## src/rtl/ac97_frame_receiver.sv

```systemverilog
// AC'97 SDATA_IN receive path: aligns to our outgoing SYNC and extracts the
// tag, status read-back (slots 1-2) and PCM capture (slots 3-4) fields.
module ac97_frame_receiver #(
  parameter int unsigned PCM_BITS = 20,
  parameter int unsigned USE_TAGS = 1
) (
  input  logic                ac97_bit_clock,
  input  logic                reset,
  input  logic                ac97_synch,
  input  logic                ac97_sdata_in,
  output logic                codec_ready,
  output logic                status_valid,
  output logic [6:0]          status_addr,
  output logic [15:0]         status_data,
  output logic                pcm_valid,
  output logic [PCM_BITS-1:0] pcm_left,
  output logic [PCM_BITS-1:0] pcm_right,
  output logic                frame_error,
  output logic                locked
);

  localparam int unsigned SLOT_W = 20;
  localparam int unsigned CNT_W  = 8;

  localparam logic [CNT_W-1:0] TAG_END  = CNT_W'(15);
  localparam logic [CNT_W-1:0] S1_END   = CNT_W'(35);
  localparam logic [CNT_W-1:0] S2_END   = CNT_W'(55);
  localparam logic [CNT_W-1:0] S3_END   = CNT_W'(75);
  localparam logic [CNT_W-1:0] S4_END   = CNT_W'(95);
  localparam logic [CNT_W-1:0] LAST_BIT = CNT_W'(255);

  localparam bit IGNORE_TAGS = (USE_TAGS == 0);

  typedef enum logic {
    HUNT    = 1'b0,
    RECEIVE = 1'b1
  } state_e;

  state_e              state_q;
  logic                sync_q;
  logic [CNT_W-1:0]    cnt_q;
  logic [SLOT_W-2:0]   shift_q;
  logic [SLOT_W-1:0]   shift_d;
  logic [4:0]          tag_q;    // tag bits 15..11: ready, slot 1..4 valid
  logic [6:0]          addr_q;
  logic [15:0]         data_q;
  logic [PCM_BITS-1:0] left_q;
  logic [PCM_BITS-1:0] right_q;
  logic                sync_edge;
  logic                status_ok;
  logic                pcm_ok;

  // Incoming bit joins the shifter; rising SYNC marks the next bit as bit 0.
  always_comb begin
    shift_d   = {shift_q, ac97_sdata_in};
    sync_edge = ac97_synch & ~sync_q;
    status_ok = IGNORE_TAGS || (tag_q[3] && tag_q[2]);
    pcm_ok    = IGNORE_TAGS || (tag_q[1] && tag_q[0]);
  end

  always_ff @(posedge ac97_bit_clock) begin
    if (reset) begin
      state_q      <= HUNT;
      sync_q       <= 1'b0;
      cnt_q        <= '0;
      shift_q      <= '0;
      tag_q        <= '0;
      addr_q       <= '0;
      data_q       <= '0;
      left_q       <= '0;
      right_q      <= '0;
      codec_ready  <= 1'b0;
      status_valid <= 1'b0;
      status_addr  <= '0;
      status_data  <= '0;
      pcm_valid    <= 1'b0;
      pcm_left     <= '0;
      pcm_right    <= '0;
      frame_error  <= 1'b0;
      locked       <= 1'b0;
    end else begin
      sync_q       <= ac97_synch;
      status_valid <= 1'b0;
      pcm_valid    <= 1'b0;
      frame_error  <= 1'b0;
      case (state_q)
        HUNT: begin
          if (sync_edge) begin
            state_q <= RECEIVE;
            cnt_q   <= '0;
          end
        end
        RECEIVE: begin
          shift_q <= shift_d[SLOT_W-2:0];
          if (cnt_q == LAST_BIT) begin
            // Frame complete: publish the fields gated by their valid tags.
            codec_ready <= tag_q[4];
            if (status_ok) begin
              status_addr  <= addr_q;
              status_data  <= data_q;
              status_valid <= 1'b1;
            end
            if (pcm_ok) begin
              pcm_left  <= left_q;
              pcm_right <= right_q;
              pcm_valid <= 1'b1;
            end
            cnt_q <= '0;
            if (sync_edge) begin
              locked <= 1'b1;
            end else begin
              locked  <= 1'b0;
              state_q <= HUNT;
            end
          end else if (sync_edge) begin
            // Early SYNC: drop the partial frame and realign to the new one.
            frame_error <= 1'b1;
            locked      <= 1'b0;
            cnt_q       <= '0;
          end else begin
            cnt_q <= cnt_q + CNT_W'(1);
            case (cnt_q)
              TAG_END: tag_q   <= shift_d[15:11];
              S1_END:  addr_q  <= shift_d[18:12];
              S2_END:  data_q  <= shift_d[19:4];
              S3_END:  left_q  <= shift_d[SLOT_W-1 -: PCM_BITS];
              S4_END:  right_q <= shift_d[SLOT_W-1 -: PCM_BITS];
              default: ;
            endcase
          end
        end
        default: state_q <= HUNT;
      endcase
    end
  end

endmodule
```

## config.mk

```make
export PLATFORM = sky130hd
export DESIGN_NAME = ac97_frame_receiver
export DESIGN_NICKNAME = d
export VERILOG_FILES = /design/src/rtl/ac97_frame_receiver.sv
export SDC_FILE = /design/constraint.sdc
export NUM_CORES = 1
export LEC_CHECK = 0
export ABC_AREA = 0
export CAP_MARGIN = 20
export CORE_MARGIN = 8
export CORE_UTILIZATION = 50
export CTS_CLUSTER_DIAMETER = 80
export DETAILED_ROUTE_END_ITERATION = 12
export PLACE_DENSITY = 0.73
export SLEW_MARGIN = 20
export SYNTH_ARGS = -nofsm -noshare
export SYNTH_HDL_FRONTEND = slang
export SYNTH_SLANG_ARGS = --single-unit
```

## constraint.sdc

```tcl
create_clock -name ac97_bit_clock -period 3.4 [get_ports ac97_bit_clock]
set_input_delay 0.85 -clock ac97_bit_clock [delete_from_list [all_inputs] [get_ports ac97_bit_clock]]
set_output_delay 0.85 -clock ac97_bit_clock [all_outputs]
set_load 0.01 [all_outputs]
```

==> reports/results.ini, run 1 <==
[sta]
finalSetupTns_ns = 0
fin_worst_skew_ns = 0.01181
fin_crit_sh_pct = 73.03
slew_headroom_pct = 38.67
worstMarginPinSlew_ns = 0.9199
finalHoldViolCount = 0
fin_crit_ns = 2.483
fmax_ghz = 0.4027
drv_slew = 0
setup_viol = 0
rsz0062_at_grt = false

[status]
status = complete, no violations

[power_and_ir_drop]
switching_share_pct = 21.78
switching_power_mw = 0.8381
power.leakage_nw = 2.832
vdd_drop_max_mv = 0.3725
p_int_mw = 3.011
power_frac_seq_pct = 50.4
power_density_nw_per_um2 = 529.2
pwr-share-comb_pct = 1.8
p_clk_share_pct = 47.8

[floorplanning]
pin_count = 72
row_count = 40
die_area_um2 = 15660
core_area_um2 = 11810
fp.dieH_um = 125.1
die_x_um = 125.1
start_util_pct = 50.42

[logic_synthesis]
synth_top_area_share_pct = 55.46
synth_top_cell_by_area = dfxtp_1
synth_edf_count = 0
synth_area_um2 = 5956
synth_seq_cells = 165
mappedNetlistNets = 654
yosysUniqueCellTypes = 36
synthTopCellsByArea = dfxtp_1, mux2i_1, nand2_1, nor2_1, a21oi_1
dominantRegCellSynth = dfxtp_1
synth_common_cells = dfxtp_1, nand2_1, nor2_1
synthArstFlopShare_pct = 0
ys_warn_count = 0
ys_seq_area_share_pct = 55.46
synth_most_common_cell = dfxtp_1
syn_inst = 649
syn_area_per_cell_um2 = 9.177

[place]
gp_congestion = 0.8166
hpwl_um = 8367
place_area_um2 = 6703
port_buffers = 71

[final_layout]
fin_nets = 704
diodes = 0
fill_cells = 1006
syn2layout_area_growth_pct = 22.12
drive_above_1_share_pct = 6.320
fin_area_um2 = 7273

[route]
first_pass_iters = 4
wl_per_cell_um = 15.38
drt-total-wl_um = 13210
drt_iter0_markers = 294
num_vias = 4460
drc = 0
detail-route-antenna-nets = 0
detail_route.vias_per_cell = 5.192

[cts]
cts_resized = 0
root_buffer = clkbuf_16
clk-insertion-delay-late_ns = 0.42
cts_hold_buf = 0
cts-buffers-inserted = 17
cts_setup_buffers = 0
cts_max_level = 4
cts_sinks = 165
path_clk_slew_ns = 0.07
cts_buffer_depth = 2
cts_tree = yes

[worst_setup_path]
crit_start = ac97_synch
path_class = input pin to register
cp.arrival_ns = 2.77
r2r_start = cnt_q[0]
cp-end-kind = register
required_ns = 3.69
worst_r2r_path_depth = 5
worstPathCellList = clkdlybuf4s50_1, nor2b_1, or4b_1, mux2i_1, nor2_1
regToRegEndpoint = status_data[5]
r2r_slack_ns = 0.97
slowest_stage = or4b_1
start_kind = input pin
cp-endpoint = data_q[3]
max_stage_delay_ns = 0.90
worst-path-max-fanout = 16

[global_route]
grt_pass1_wl_um = 21850
grt_pass1_vias = 4459
grt_overflow = 0
antenna_found_initial = 0
grt_max_degree = 135
grt_usage_pct = 16.97

[min_path]
hp-start = right_q[0]
hold_class = register to register
min_path_cells = 2

[flow_run]
cap_viol_max_count = 0

critical path, delay by kind of cell:
kind,cells,cell delay (ns)
buffers and inverters,1,0.43
and+or+nand+nor,3,1.13
muxes,1,0.35
through the flow:
stage               hold slack, ns  power (mW)  setup WS, ns  utilization [%]  cells
finish                      0.4471       3.849        0.9170            61.58    859
global route                0.4678       3.971        0.6978            61.58    859
CTS                         0.4515       3.868        0.9272            61.58    859
detailed placement          0.4466       2.050        0.5006            56.75    827
global placement            0.4434       2.049        0.5872            56.75    827
floorplan                   0.4312       2.035         1.337                -    649
cells in the final DEF (no fill, tap or decap), types with 3 or more instances in the layout:
cell type / count
dfxtp_1: 165
nand2_1: 133
nor2_1: 97
mux2i_1: 87
a21oi_1: 71
clkdlybuf4s50_1: 70
clkbuf_16: 17
buf_4: 7
inv_6: 6
nand4_1: 5
or3_1: 4
clkinv_2: 4
nand3_1: 3
nor2b_1: 3
nand4b_1: 3
metal layers:
layer  share of wire (%)  GRT usage (%)  up-vias
met3                 5.3          6.502        5
met4                0.47          4.943        0
met5                   0              0        -
met2                  48          28.35       71
met1                  46          19.80     2132
li1                    -              -     2252
worst min-delay path by stage:
stage                         to  slack, ns
global placement    pcm_right[0]       0.44
CTS                 pcm_right[0]       0.45
finish              pcm_right[0]       0.45
floorplan           pcm_right[0]       0.43
detailed placement  pcm_right[0]       0.45
global route        pcm_right[0]       0.47
flip-flops by register name, summed over array words and instances, names as in the netlist, 5 cells and up:
name,flops
tag_q,5
shift_q,19
cnt_q,8
addr_q,7
pcm_right,20
right_q,20
pcm_left,20
status_data,16
data_q,16
left_q,20
status_addr,7
cells by family after synthesis:
family	Yosys count	share of synthesized area [%]
XOR/XNOR	1	0.1471
buffers and inverters	49	3.761
flip-flops	165	55.46
AND/OR/NAND/NOR	265	18.63
multiplexers	88	14.81
AO/OA/AOI/OAI	80	6.975
adder cells (fa/ha/maj)	1	0.2101
power by group through the flow:
| stage | Combinational [mW] | Sequential (mW) | Clock (mW) |
|---|---|---|---|
| final | 0.0676 | 1.94 | 1.84 |
| after global routing | 0.0730 | 1.94 | 1.96 |
| after CTS | 0.0673 | 1.94 | 1.86 |
| after detailed placement | 0.0666 | 1.98 | 0 |
| after global placement | 0.0663 | 1.98 | 0 |
| after floorplan | 0.0524 | 1.98 | 0 |
area by class of cell:
type / instances / area (um^2) / area share (%)
sequential: 165 / 3303 / 45.42
clock inverter: 13 / 117.6 / 1.617
tap: 147 / 183.9 / 2.529
timing repair buffer: 78 / 773.2 / 10.63
clock buffer: 19 / 452.9 / 6.227
multi-input combinational: 435 / 2435 / 33.48
inverter: 2 / 7.507 / 0.1032
No activity file was read; power rests on OpenSTA's default activity.
==> run 2, diff against run 1 <==
clock period = 2.3 ns   (was 3.4 ns; I/O delays follow)
==> reports/results.ini, run 2 (synthesized netlist as in run 1, its figures left out) <==
[cts]
cts_setup_buffers = 0
cts-buffers-inserted = 17
cts_buffer_depth = 2
cts_sinks = 165
cts_max_level = 4
clk-insertion-delay-late_ns = 0.42
path_clk_slew_ns = 0.06
cts_tree = yes
cts_resized = 0
root_buffer = clkbuf_16
cts_hold_buf = 0

[sta]
fin_worst_skew_ns = 0.006313
fin_crit_ns = 2.123
slew_headroom_pct = 53.44
setup_viol = 0
fmax_ghz = 0.4710
rsz0062_at_grt = false
fin_crit_sh_pct = 92.30
finalHoldViolCount = 0
worstMarginPinSlew_ns = 0.6983
drv_slew = 0
finalSetupTns_ns = 0

[route]
num_vias = 4484
first_pass_iters = 4
drt-total-wl_um = 13230
detail_route.vias_per_cell = 5.184
detail-route-antenna-nets = 0
drt_iter0_markers = 362
wl_per_cell_um = 15.29
drc = 0

[power_and_ir_drop]
vdd_drop_max_mv = 0.4627
power_frac_seq_pct = 50.6
switching_share_pct = 20.90
power_density_nw_per_um2 = 773.4
pwr-share-comb_pct = 1.8
p_clk_share_pct = 47.6
p_int_mw = 4.490
switching_power_mw = 1.187
power.leakage_nw = 2.867

[worst_setup_path]
cp-end-kind = register
path_class = register to register
worstPathCellList = ha_1, nand4b_1, and4bb_2, mux2i_1, nor2_1
worst-path-max-fanout = 20
start_kind = register
max_stage_delay_ns = 0.80
r2r_start = cnt_q[1]
r2r_slack_ns = 0.18
cp.buffers_inverters = 0
regToRegEndpoint = right_q[6]
cp.arrival_ns = 2.42
required_ns = 2.60
slowest_stage = and4bb_2
worst_r2r_path_depth = 5
cp_top_family = simple AND/OR/NAND/NOR gates

[global_route]
grt_max_degree = 99
grt_pass1_vias = 4410
grt_overflow = 0
grt_usage_pct = 16.93
antenna_found_initial = 0
grt_pass1_wl_um = 21620

[floorplanning]
fp.dieH_um = 125.1
row_count = 40
start_util_pct = 50.42
pin_count = 72
core_area_um2 = 11810
die_area_um2 = 15660
die_x_um = 125.1

[final_layout]
fin_area_um2 = 7340
final_cell_mix = dfxtp_1, nand2_1, nor2_1, mux2i_1, a21oi_1
drive_above_1_share_pct = 6.964
fin_nets = 710
final_common_cell = dfxtp_1
fill_cells = 1016
syn2layout_area_growth_pct = 23.24
diodes = 0
instances_no_fill = 865

[place]
hpwl_um = 8705
place_inst = 833
gp_congestion = 0.8028
port_buffers = 71
place_area_um2 = 6773

[status]
status = complete, no violations

[min_path]
hp-start = pcm_left[19]
hold_class = register to register
hold_end = pcm_left[19]
min_path_cells = 2

[flow_run]
cap_viol_max_count = 0

## run 2: cell types whose count changed in the layout (fill, tap and decap cells not counted)
cell	previous run	this run
clkinvlp_4	2	1
clkinv_2	4	6
clkbuf_8	2	0
bufinv_16	1	2
clkbuf_1	0	2
inv_6	6	2
or3_2	0	1
buf_4	7	11
or3_1	4	3
clkinv_4	0	2
buf_12	1	3
## run 2: layout make-up
| class | count | area (um^2) | area share (%) |
|---|---|---|---|
| flip-flops and latches | 165 | 3303 | 45.01 |
| multi-input cells | 435 | 2436 | 33.19 |
| repair buffers | 84 | 843.3 | 11.49 |
| clock buffers | 19 | 432.9 | 5.898 |
| well taps | 147 | 183.9 | 2.506 |
| clock inverters | 13 | 132.6 | 1.807 |
| inverters | 2 | 7.507 | 0.1023 |
## run 2: worst max-delay path by stage
stage	cells after the start	startpoint	slack, ns	end
after detailed placement	5	ac97_synch	-0.12	right_q[12]
final	5	cnt_q[1]	0.18	right_q[6]
after global routing	6	cnt_q[0]	0.02	tag_q[1]
after floorplan	7	cnt_q[0]	0.48	data_q[10]
after global placement	5	ac97_synch	-0.04	right_q[14]
after CTS	5	cnt_q[0]	0.17	status_addr[3]
## run 2: power groups by stage
stage | sequential [mW] | combinational, mW | clock [mW]
after detailed placement | 2.93 | 0.102 | 0
final | 2.87 | 0.102 | 2.70
after CTS | 2.87 | 0.102 | 2.74
after floorplan | 2.93 | 0.0774 | 0
after global routing | 2.87 | 0.110 | 2.87
after global placement | 2.93 | 0.0984 | 0
## run 2: worst register-to-register path: stages (launching register included)
cell and delay (ns):
dfxtp_1 0.38, ha_1 0.31, nand4b_1 0.16, and4bb_2 0.80
mux2i_1 0.30, nor2_1 0.06
## run 2: layer usage
metal	global-route usage, %	vias up	part of all wire [%]
li1	-	2261	-
met1	19.94	2112	45
met2	28.22	91	48
met3	5.185	20	5.3
met4	6.805	0	1.6
met5	0	-	0
## run 2: through the flow
stage	power [mW]	util [%]	setup WS, ns	hold WS (ns)
3_3_place_gp	3.033	57.34	-0.03673	0.4398
3_5_place_dp	3.036	57.34	-0.1183	0.4454
2_1_floorplan	3.008	-	0.4798	0.4312
5_1_grt	5.854	62.14	0.01991	0.4684
6_report	5.676	62.14	0.1770	0.4523
4_1_cts	5.709	62.13	0.1653	0.4556
==> run 3, diff against run 2 <==
RECOVER_POWER = 100   (was not set)
TNS_END_PERCENT = 10   (was not set)
==> reports/results.ini, run 3 (synthesized netlist as in run 1, its figures left out) <==
[status]
status = complete, no violations

[power_and_ir_drop]
power_density_nw_per_um2 = 776.4
vdd_drop_max_mv = 0.4584
power.leakage_nw = 3.094

[sta]
slew_headroom_pct = 52.76
worstMarginPinSlew_ns = 0.7087
fin_crit_ns = 2.120
fin_crit_sh_pct = 92.16
finalHoldViolCount = 0
fmax_ghz = 0.4718
rsz0062_at_grt = false
setup_viol = 0
finalSetupTns_ns = 0
fin_worst_skew_ns = 0.006347
drv_slew = 0
worst_hold_slack_ns = 0.4496

[global_route]
grt_overflow = 0
grt_pass1_vias = 4410
grt_max_degree = 99
grt_pass1_wl_um = 21620
antenna_found_initial = 0
grt_usage_pct = 16.93

[final_layout]
seq_area_um2 = 3303
fill_cells = 1022
final_cell_mix = dfxtp_1, nand2_1, nor2_1, mux2i_1, a21oi_1
fin_nets = 710
final_common_cell = dfxtp_1
drive_above_1_share_pct = 6.685
multi_input_area_um2 = 2436
diodes = 0
fin_util_pct = 61.83
syn2layout_area_growth_pct = 22.63
fin_area_um2 = 7303
instances_no_fill = 865

[route]
num_vias = 4459
first_pass_iters = 4
drt-total-wl_um = 13150
wl_per_cell_um = 15.20
detail_route.vias_per_cell = 5.155
detail-route-antenna-nets = 0
drc = 0
drt_iter0_markers = 294

[floorplanning]
core_area_um2 = 11810
row_count = 40
die_x_um = 125.1
die_area_um2 = 15660
fp.dieH_um = 125.1
pin_count = 72
start_util_pct = 50.42

[cts]
clk-insertion-delay-late_ns = 0.42
root_buffer = clkbuf_16
cts_tree = yes
cts_buffer_depth = 2
cts_max_level = 4
cts-buffers-inserted = 17
path_clk_slew_ns = 0.06
cts_sinks = 165

[worst_setup_path]
r2r_slack_ns = 0.18
required_ns = 2.60
start_kind = register
max_stage_delay_ns = 0.40
worst-path-max-fanout = 7
slowest_stage = nand4b_1
regToRegEndpoint = tag_q[1]
path_class = register to register
worstPathCellList = ha_1, nand4_1, buf_4, nand4b_1, mux2i_1, nor2_1
cp-end-kind = register
cp.arrival_ns = 2.42
r2r_start = cnt_q[1]
worst_r2r_path_depth = 6

[min_path]
hp-start = pcm_left[19]
hold_class = register to register
min_path_cells = 2
hold_end = pcm_left[19]

[flow_run]
cap_viol_max_count = 0

[place]
port_buffers = 71
gp_congestion = 0.8028
hpwl_um = 8705
place_area_um2 = 6773
place_inst = 833

run 3: critical path, delay by kind of cell (launching register included):
family / cells / cell delay [ns]
and+or+nand+nor: 3 / 0.76
DFF: 1 / 0.38
adders and majority gates: 1 / 0.31
muxes: 1 / 0.28
buffers and inverters: 1 / 0.27
run 3: metrics by stage:
step | worst slack [ns] | power (mW)
2_1_floorplan | 0.4798 | 3.008
5_1_grt | 0.02197 | 5.852
3_3_place_gp | -0.03673 | 3.033
4_1_cts | 0.1653 | 5.709
6_report | 0.1803 | 5.670
3_5_place_dp | -0.1183 | 3.036
run 3: metal layers:
| metal | global-route usage, % | wire length (um) | part of all wire [%] |
|---|---|---|---|
| met1 | 19.94 | 5863 | 45 |
| met2 | 28.22 | 6363 | 48 |
| met3 | 5.185 | 762 | 5.8 |
| met4 | 6.805 | 155 | 1.2 |
| met5 | 0 | 0 | 0 |
run 3: layout make-up:
class / count / area share, %
Clock inverter: 13 / 1.816
Inverter: 2 / 0.1028
Tap cell: 147 / 2.518
Timing Repair Buffer: 84 / 11.05
Clock buffer: 19 / 5.928
Multi-Input combinational cell: 435 / 33.36
Sequential cell: 165 / 45.23
run 3: power breakdown:
part	switching, mW	total [mW]	internal (mW)
Sequential	0.00846	2.87	2.86
Combinational	0.0700	0.101	0.0306
Clock	1.10	2.70	1.59
run 3: how the worst max path moves through the flow:
| stage | from | to | slack, ns |
|---|---|---|---|
| floorplan | cnt_q[0] | data_q[10] | 0.48 |
| global placement | ac97_synch | right_q[14] | -0.04 |
| detailed placement | ac97_synch | right_q[12] | -0.12 |
| CTS | cnt_q[0] | status_addr[3] | 0.17 |
| global route | cnt_q[0] | right_q[11] | 0.02 |
| finish | cnt_q[1] | tag_q[1] | 0.18 |
run 3: repair_timing:
| item | CTS | global route |
|---|---|---|
| buffers inserted | 0 | 0 |
| gates resized for setup | 0 | 1 |
| hold buffers | 0 | 0 |
| endpoints found under the setup margin | 0 | 2 |
